===== src/rtl/lcd_bus_monitor_if.sv =====
// ============================================================================
// Module      : lcd_bus_monitor_if
// Description : 8-bit HD44780-style LCD write bus (data/rs/rw/en).
//               The master drives the bus; the monitor observes it.
// Revision    : 1.0 - initial release
// ============================================================================
`default_nettype none

interface lcd_bus_monitor_if;
  logic [7:0] lcd_data_in;
  logic       lcd_rs_in;
  logic       lcd_rw_in;
  logic       lcd_en_in;

  modport master (
    output lcd_data_in,
    output lcd_rs_in,
    output lcd_rw_in,
    output lcd_en_in
  );

  modport slave (
    input lcd_data_in,
    input lcd_rs_in,
    input lcd_rw_in,
    input lcd_en_in
  );
endinterface

`default_nettype wire


===== src/rtl/lcd_bus_monitor.sv =====
// ============================================================================
// Module      : lcd_bus_monitor
// Description : Receiving end of an HD44780-style LCD write bus. Decodes
//               enable strobes into commands/characters, keeps a 16x2 DDRAM
//               shadow, emulates busy timing and flags protocol violations.
// Revision    : 1.0 - initial release
// ============================================================================
`default_nettype none

module lcd_bus_monitor #(
  parameter int SYNC_STAGES  = 2,
  parameter int BUSY_CYCLES  = 2000,
  parameter int CLEAR_CYCLES = 82000
) (
  input  wire logic        clk_50,
  input  wire logic        rst_n,
  lcd_bus_monitor_if.slave bus,
  input  wire logic        err_clr,
  input  wire logic [4:0]  rd_addr,
  output logic      [7:0]  rd_data,
  output logic      [6:0]  cursor_addr,
  output logic             display_on,
  output logic             busy,
  output logic             cmd_valid,
  output logic             char_valid,
  output logic      [7:0]  code_out,
  output logic             protocol_err
);

  localparam int C_MAX   = (BUSY_CYCLES > CLEAR_CYCLES) ? BUSY_CYCLES : CLEAR_CYCLES;
  localparam int C_CNT_W = $clog2(C_MAX + 1);
  localparam logic [C_CNT_W-1:0] C_BUSY_LD  = C_CNT_W'(BUSY_CYCLES);
  localparam logic [C_CNT_W-1:0] C_CLEAR_LD = C_CNT_W'(CLEAR_CYCLES);

  // Synchronizer chains; index SYNC_STAGES-1 is the settled stage
  logic [SYNC_STAGES-1:0][7:0] r_data_sync;
  logic [SYNC_STAGES-1:0]      r_rs_sync;
  logic [SYNC_STAGES-1:0]      r_rw_sync;
  logic [SYNC_STAGES-1:0]      r_en_sync;
  logic                        r_en_last;

  logic [7:0]         r_shadow [32];
  logic [6:0]         r_cursor;
  logic               r_id;
  logic               r_cgram;
  logic               r_disp;
  logic               r_busy;
  logic [C_CNT_W-1:0] r_cnt;
  logic               r_cmd_v;
  logic               r_char_v;
  logic [7:0]         r_code;
  logic               r_err;
  logic [7:0]         r_rd_data;

  logic       w_strobe, w_accept, w_violation;
  logic       w_rs, w_rw;
  logic [7:0] w_data;
  logic [6:0] w_cursor_nxt;
  logic       w_id_nxt, w_cgram_nxt, w_disp_nxt;
  logic       w_long, w_illegal, w_clear, w_wr_en;

  // Cursor step inside the two 16-byte lines, wrapping line to line
  function automatic logic [6:0] f_step(input logic [6:0] cur, input logic up);
    logic [6:0] v;
    if (up) begin
      if (cur == 7'h0F)      v = 7'h40;
      else if (cur == 7'h4F) v = 7'h00;
      else                   v = cur + 7'd1;
    end else begin
      if (cur == 7'h00)      v = 7'h4F;
      else if (cur == 7'h40) v = 7'h0F;
      else                   v = cur - 7'd1;
    end
    return v;
  endfunction

  // Shift all bus inputs through the synchronizer and remember the last enable
  always_ff @(posedge clk_50) begin
    if (!rst_n) begin
      r_data_sync <= '0;
      r_rs_sync   <= '0;
      r_rw_sync   <= '0;
      r_en_sync   <= '0;
      r_en_last   <= 1'b0;
    end else begin
      r_data_sync <= {r_data_sync[SYNC_STAGES-2:0], bus.lcd_data_in};
      r_rs_sync   <= {r_rs_sync[SYNC_STAGES-2:0], bus.lcd_rs_in};
      r_rw_sync   <= {r_rw_sync[SYNC_STAGES-2:0], bus.lcd_rw_in};
      r_en_sync   <= {r_en_sync[SYNC_STAGES-2:0], bus.lcd_en_in};
      r_en_last   <= r_en_sync[SYNC_STAGES-1];
    end
  end

  assign w_data      = r_data_sync[SYNC_STAGES-1];
  assign w_rs        = r_rs_sync[SYNC_STAGES-1];
  assign w_rw        = r_rw_sync[SYNC_STAGES-1];
  assign w_strobe    = r_en_last & ~r_en_sync[SYNC_STAGES-1];
  assign w_accept    = w_strobe & ~w_rw & ~r_busy;
  assign w_violation = (w_strobe & (w_rw | r_busy)) | w_illegal;

  // Decode an accepted strobe into next controller state
  always_comb begin
    w_cursor_nxt = r_cursor;
    w_id_nxt     = r_id;
    w_cgram_nxt  = r_cgram;
    w_disp_nxt   = r_disp;
    w_long       = 1'b0;
    w_illegal    = 1'b0;
    w_clear      = 1'b0;
    w_wr_en      = 1'b0;
    if (w_accept) begin
      if (w_rs) begin
        // Characters sent in CGRAM mode are discarded but still acknowledged
        if (!r_cgram) begin
          w_wr_en      = 1'b1;
          w_cursor_nxt = f_step(r_cursor, r_id);
        end
      end else if (w_data[7]) begin
        // Only 0x00-0x0F and 0x40-0x4F exist on a 16x2 panel
        if (w_data[5:4] == 2'b00) begin
          w_cursor_nxt = w_data[6:0];
          w_cgram_nxt  = 1'b0;
        end else begin
          w_illegal = 1'b1;
        end
      end else if (w_data[6]) begin
        w_cgram_nxt = 1'b1;
      end else if (w_data[5]) begin
        // Function set: no modelled effect
        w_long = 1'b0;
      end else if (w_data[4]) begin
        if (!w_data[3]) w_cursor_nxt = f_step(r_cursor, w_data[2]);
      end else if (w_data[3]) begin
        w_disp_nxt = w_data[2];
      end else if (w_data[2]) begin
        w_id_nxt = w_data[1];
      end else if (w_data[1]) begin
        w_cursor_nxt = 7'h00;
        w_cgram_nxt  = 1'b0;
        w_long       = 1'b1;
      end else if (w_data[0]) begin
        w_clear      = 1'b1;
        w_cursor_nxt = 7'h00;
        w_id_nxt     = 1'b1;
        w_cgram_nxt  = 1'b0;
        w_long       = 1'b1;
      end
    end
  end

  // Controller state, busy window, pulses and sticky error flag
  always_ff @(posedge clk_50) begin
    if (!rst_n) begin
      r_cursor <= 7'h00;
      r_id     <= 1'b1;
      r_cgram  <= 1'b0;
      r_disp   <= 1'b0;
      r_busy   <= 1'b0;
      r_cnt    <= '0;
      r_cmd_v  <= 1'b0;
      r_char_v <= 1'b0;
      r_code   <= 8'h00;
      r_err    <= 1'b0;
    end else begin
      r_cursor <= w_cursor_nxt;
      r_id     <= w_id_nxt;
      r_cgram  <= w_cgram_nxt;
      r_disp   <= w_disp_nxt;
      r_cmd_v  <= w_accept & ~w_rs;
      r_char_v <= w_accept & w_rs;
      if (w_accept) r_code <= w_data;
      if (w_accept) begin
        r_busy <= 1'b1;
        r_cnt  <= w_long ? C_CLEAR_LD : C_BUSY_LD;
      end else if (r_busy) begin
        if (r_cnt == '0) r_busy <= 1'b0;
        else             r_cnt  <= r_cnt - 1'b1;
      end
      // A new violation wins over a simultaneous clear request
      if (w_violation)  r_err <= 1'b1;
      else if (err_clr) r_err <= 1'b0;
    end
  end

  // DDRAM shadow: single-cycle bulk clear or one byte write
  always_ff @(posedge clk_50) begin
    if (!rst_n || w_clear) begin
      for (int i = 0; i < 32; i++) r_shadow[i] <= 8'h20;
    end else if (w_wr_en) begin
      r_shadow[{r_cursor[6], r_cursor[3:0]}] <= w_data;
    end
  end

  // Registered read port; a same-cycle write is seen one cycle later
  always_ff @(posedge clk_50) begin
    if (!rst_n) r_rd_data <= 8'h00;
    else        r_rd_data <= r_shadow[rd_addr];
  end

  assign rd_data      = r_rd_data;
  assign cursor_addr  = r_cursor;
  assign display_on   = r_disp;
  assign busy         = r_busy;
  assign cmd_valid    = r_cmd_v;
  assign char_valid   = r_char_v;
  assign code_out     = r_code;
  assign protocol_err = r_err;

endmodule

`default_nettype wire


===== src/flat_wrapper.sv =====
// flat-port wrapper written by rule: the top's interface ports become plain ports
module lcd_bus_monitor_flat 
#(
  parameter int SYNC_STAGES  = 2,
  parameter int BUSY_CYCLES  = 2000,
  parameter int CLEAR_CYCLES = 82000
)
  (clk_50, rst_n, err_clr, rd_addr, rd_data, cursor_addr, display_on, busy, cmd_valid, char_valid, code_out, protocol_err, bus_lcd_data_in, bus_lcd_rs_in, bus_lcd_rw_in, bus_lcd_en_in);
  lcd_bus_monitor_if bus_i ();
  input  wire logic clk_50;
  input  wire logic rst_n;
  input  wire logic err_clr;
  input  wire logic [4:0] rd_addr;
  output logic      [7:0] rd_data;
  output logic      [6:0] cursor_addr;
  output logic display_on;
  output logic busy;
  output logic cmd_valid;
  output logic char_valid;
  output logic      [7:0] code_out;
  output logic protocol_err;
  input wire logic [$bits(bus_i.lcd_data_in)-1:0] bus_lcd_data_in;
  input wire logic [$bits(bus_i.lcd_rs_in)-1:0] bus_lcd_rs_in;
  input wire logic [$bits(bus_i.lcd_rw_in)-1:0] bus_lcd_rw_in;
  input wire logic [$bits(bus_i.lcd_en_in)-1:0] bus_lcd_en_in;
  assign bus_i.lcd_data_in = bus_lcd_data_in;
  assign bus_i.lcd_rs_in = bus_lcd_rs_in;
  assign bus_i.lcd_rw_in = bus_lcd_rw_in;
  assign bus_i.lcd_en_in = bus_lcd_en_in;
  lcd_bus_monitor #(.SYNC_STAGES(SYNC_STAGES), .BUSY_CYCLES(BUSY_CYCLES), .CLEAR_CYCLES(CLEAR_CYCLES)) u_core (.clk_50(clk_50), .rst_n(rst_n), .bus(bus_i), .err_clr(err_clr), .rd_addr(rd_addr), .rd_data(rd_data), .cursor_addr(cursor_addr), .display_on(display_on), .busy(busy), .cmd_valid(cmd_valid), .char_valid(char_valid), .code_out(code_out), .protocol_err(protocol_err));
endmodule

===== config.mk =====
export PLATFORM = sky130hd
export DESIGN_NAME = lcd_bus_monitor_flat
export DESIGN_NICKNAME = d
export VERILOG_FILES = /design/src/rtl/lcd_bus_monitor_if.sv /design/src/rtl/lcd_bus_monitor.sv /design/src/flat_wrapper.sv
export SDC_FILE = /design/constraint.sdc
export NUM_CORES = 1
export LEC_CHECK = 0
export CORE_MARGIN = 4
export CORE_UTILIZATION = 55
export DETAILED_ROUTE_END_ITERATION = 8
export PLACE_DENSITY = 0.72
export SYNTH_ARGS = -nofsm -noshare
export SYNTH_HDL_FRONTEND = slang
export SYNTH_SLANG_ARGS = --single-unit

===== constraint.sdc =====
create_clock -name clk_50 -period 2.6 [get_ports clk_50]
set_clock_uncertainty 0.2 [all_clocks]
set_input_delay 0.65 -clock clk_50 [delete_from_list [all_inputs] [get_ports clk_50]]
set_output_delay 0.65 -clock clk_50 [all_outputs]
set_load 0.005 [all_outputs]

==> out/summary.md <==
The completed layout was analyzed and its total power is 11.3 mW. Internal power comes to 8.86 mW. The number of nets handed over by synthesis was 1,205. After global routing the overflow that remains totals 0. The first global-routing pass estimated 55.7 mm of wire. The run gives 0.0300 sq mm as the full die area.

After synthesis, the largest family of logic cells by area is simple AND/OR/NAND/NOR gates. The tools report the number of top-level pins as 47. Of all cell types, the one taking the most synthesized area is edfxtp_1. Type of origin of the critical path: a flip-flop. For the number of setup buffers added after CTS, the log shows 0.

The total track usage was 23.3%. For this run, the detailed router's first-pass iteration total came to 5. Number of instances in the placed design: 1,579.

Number of buffers inserted during clock tree synthesis: 35. By count the netlist is led by edfxtp_1, and2_1, nor3_1, clkbuf_1, dfxtp_1. In the synthesized netlist the async set-or-reset flop fraction comes to 0%. The die extent in y works out to 173 microns.

Clock period minus final worst setup slack: 2.51 ns. Sequential cells account for 51.6% of the total power. The clock root buffer was clkbuf_16.

Dividing total power by cell area gives a power density of 646 mW/mm^2. Grouping stages by cell kind, the critical path spends the most delay in buffers and inverters. Switching share of power: 21.6%. In this run the core area contains 60 standard-cell rows.

The total number of vias is 9,987, and the area added between synthesis and finish is 16.5%. Summed over all cells, the static leakage comes to 6.00 nW. The type of the worst min-delay path was reg -> reg. The number of enable flip-flop cells after synthesis was 256; the worst hold margin was 0.230 ns. For this run, design rule violations remaining after detail routing come to 0. TritonCTS built the clock tree. Of the post-synthesis cell area, the part taken by muxes is 10.3%. The starting density of the core is 55.9%, and the number of warning messages in the yosys log is 0.

The largest stage delay on the critical path is 0.59 ns. The global placer's final weighted congestion is 0.870, and the worst relative slew slack is 50.2%. In this run the biggest area consumer among cell types represents 51.2% of the synthesized area. The setup check on the worst reg-to-reg path leaves a slack of 0.16 ns. The run gives 0 as the number of antenna violations at the first check in global routing. The critical path in this run is classified as reg -> out. Setup repair after global routing left no endpoint under its margin. At the end of the flow, the number of nets in the layout was 1,300. The worst voltage drop across the vdd grid was 454 uV; the number of diodes was 0. Cells with a size suffix above 1 make up 19.5% of the layout. For the share of the yosys chip area belonging to registers, the log shows 60.5%. For the number of max-slew violations in the final report, the log shows 0.

The area fraction in compound gates after synthesis works out to 6.39%. Leaving out filler cells and counting taps, the final layout contains 1,642. The filler cells instantiated in the layout total 1,989. A synthesized cell averages 12.7 sq um. The dominant synthesized flop cell was edfxtp_1.

For the maximum clock frequency, the log shows 398 MHz. The clock latency of the later-clocked register in the worst-skew pair is 0.51 ns, and the total number of H-tree levels is 2. In the post-synthesis netlist, the cell with the most instances is edfxtp_1. For the worst setup path, the data required time is 1.75 ns. The arithmetic-cell share of the synthesized area counting full adders, half adders and majority gates is 0.500%. At the pin with the least slew margin, the transition time is 0.747 ns. Arrival time of data at the critical path endpoint: 1.66 ns. The via-per-instance ratio was 6.08.

The synthesis-stage register bit count came out at 326. Buffers placed on the I/O ports in this run total 46. The flow ran to the end, and the final reports show no timing, DRC or antenna violations.

In the final layout, flip-flops and latches occupy 0.00909 sq mm. In this run the deepest clock path goes through 3 buffers. Across the run, the number of max-cap violations was 0. The count of different cell masters after synthesis is 62, and the proportion of power drawn by combinational gates is 7.1%.

The largest fanout of any net on the critical path works out to 10. Synthesis produced a netlist whose cell count is 1,180. After synthesis, the cell types taking the most area are edfxtp_1, mux4_2, dfxtp_1, and2_1, nor3_1. In this run the power spent charging and discharging nets is 2.44 mW. Summing the areas of all xor and xnor instances in the mapped netlist gives 0.700% of the synthesized area. In this run, the clock network consumes 41.2% of the power. Library cell contributing the largest single delay on the critical path: clkdlybuf4s50_1. The detailed router finished its first iteration with 902 violations.

The HPWL after detailed placement is 23.3 mm. In the final routed layout, each cell accounts on average for 21.3 microns. The final-report hold violation count came out at 0.

The total buffers and inverters traversed by the critical path was 1. In the final layout, the multi-input gates occupy 0.00534 sq mm. Post-route fraction of the period consumed by the critical path: 96.5%. STA classifies the critical path endpoint as a primary output.

The run gives 9,926 as the number of global-route vias before repair. Traced cell by cell, the critical path runs through clkdlybuf4s50_1. The combined area of all synthesized cells was 0.0150 sq mm; the post-detailed-routing wire length was 34.9 mm. Entering global routing, the biggest net connects 43 pins. The final-report setup violation count was 0. For the number of sinks handled by clock tree synthesis, the log shows 326. The CTS clock-pin slew for the worst setup and hold paths was 0.06 ns. Area of the core: 0.0269 sq mm. The final antenna-violating net count was 0; the x dimension of the die was 173 microns. Summing the areas of all and, or, nand and nor instances in the mapped netlist gives 17.6% of the synthesized area.
-- layout make-up --
cell class	count	area share, %
flip-flops and latches	326	52.0
clock buffers	52	5.92
repair buffers	172	8.57
multi-input cells	727	30.5
inverters	13	0.279
well taps	341	2.44
clock inverters	11	0.272
-- through the flow --
| step | util (%) | setup TNS [ns] | setup WS, ns | instance area (sq um) |
|---|---|---|---|---|
| floorplan | - | -20.50 | -0.147 | 15000 |
| global placement | 61.0 | -87.68 | -0.302 | 16400 |
| detailed placement | 61.0 | -92.54 | -0.326 | 16400 |
| CTS | 65.1 | 0 | 0.0223 | 17500 |
| global route | 65.1 | 0 | 0.0210 | 17500 |
| finish | 65.1 | 0 | 0.0902 | 17500 |
-- placed cells by master, fill, tap and decap left out, types with 4 or more instances in the layout --
master	synthesis	layout
a21oi_1	28	27
a221oi_1	11	11
a31oi_1	9	9
and2_1	152	152
buf_12	0	8
buf_4	6	119
clkbuf_1	77	9
clkbuf_16	0	37
clkbuf_8	0	5
clkdlybuf4s50_1	0	44
clkinv_1	3	11
dfxtp_1	70	67
edfxtp_1	256	256
ha_1	6	6
inv_1	10	10
mux2i_1	10	10
mux4_2	64	64
nand2_1	60	60
nand2b_1	17	17
nand3_1	14	14
nand3b_1	4	4
nand4_1	4	4
nor2_1	55	55
nor2b_1	6	6
nor3_1	105	105
nor4_1	4	4
o2111ai_1	4	4
o21ai_0	54	47
o21ai_1	1	8
o221ai_1	10	10
o22a_1	8	8
or3_1	40	40
xnor2_1	6	6
xor2_1	6	6
-- layer usage --
| layer | global-route usage [%] | vias to the layer above | part of all wire [%] |
|---|---|---|---|
| met5 | 0 | - | 0 |
| met4 | 7.78 | 0 | 3.2 |
| met3 | 3.93 | 73 | 7.6 |
| met2 | 36.7 | 446 | 47 |
| met1 | 33.6 | 4877 | 42 |
| li1 | - | 4591 | - |
-- state kept, by name (all words and copies together), names as in the netlist, 7 cells and up --
name	cells
u_core.code_out	8
u_core.rd_data	8
u_core.w_data	8
u_core.r_shadow	256
u_core.r_data_sync	8
u_core.cursor_addr	7
u_core.r_cnt	17
-- worst paths after layout --
check / startpoint / endpoint / cells past startpoint
max: u_core.cursor_addr[5] / cursor_addr[5] / 1
min: u_core.r_data_sync[0] / u_core.w_data[0] / 1
max reg2reg: u_core.r_en_sync[1] / u_core.r_shadow[13][6] / 7
min reg2reg: u_core.r_data_sync[0] / u_core.w_data[0] / 1
-- power groups by stage --
stage,Sequential [mW],Combinational [mW],Clock [mW]
3_3_place_gp,5.93,0.788,0
4_1_cts,5.83,0.806,4.72
3_5_place_dp,5.94,0.801,0
5_1_grt,5.84,0.868,4.96
2_1_floorplan,5.91,0.491,0
6_report,5.83,0.804,4.66
-- cell families after synthesis --
family          Yosys count
compound gates          150
simple gates            484
buf+inv                 127
mux                      75
flops                   326
xor+xnor                 12
fa+ha+maj                 6
-- repair_timing --
action | 4_1_cts | 5_1_grt
setup endpoints to repair | 1 | 4
gates resized for setup | 1 | 3
hold buffers | 0 | 0
(Power assumes the default switching activity.)
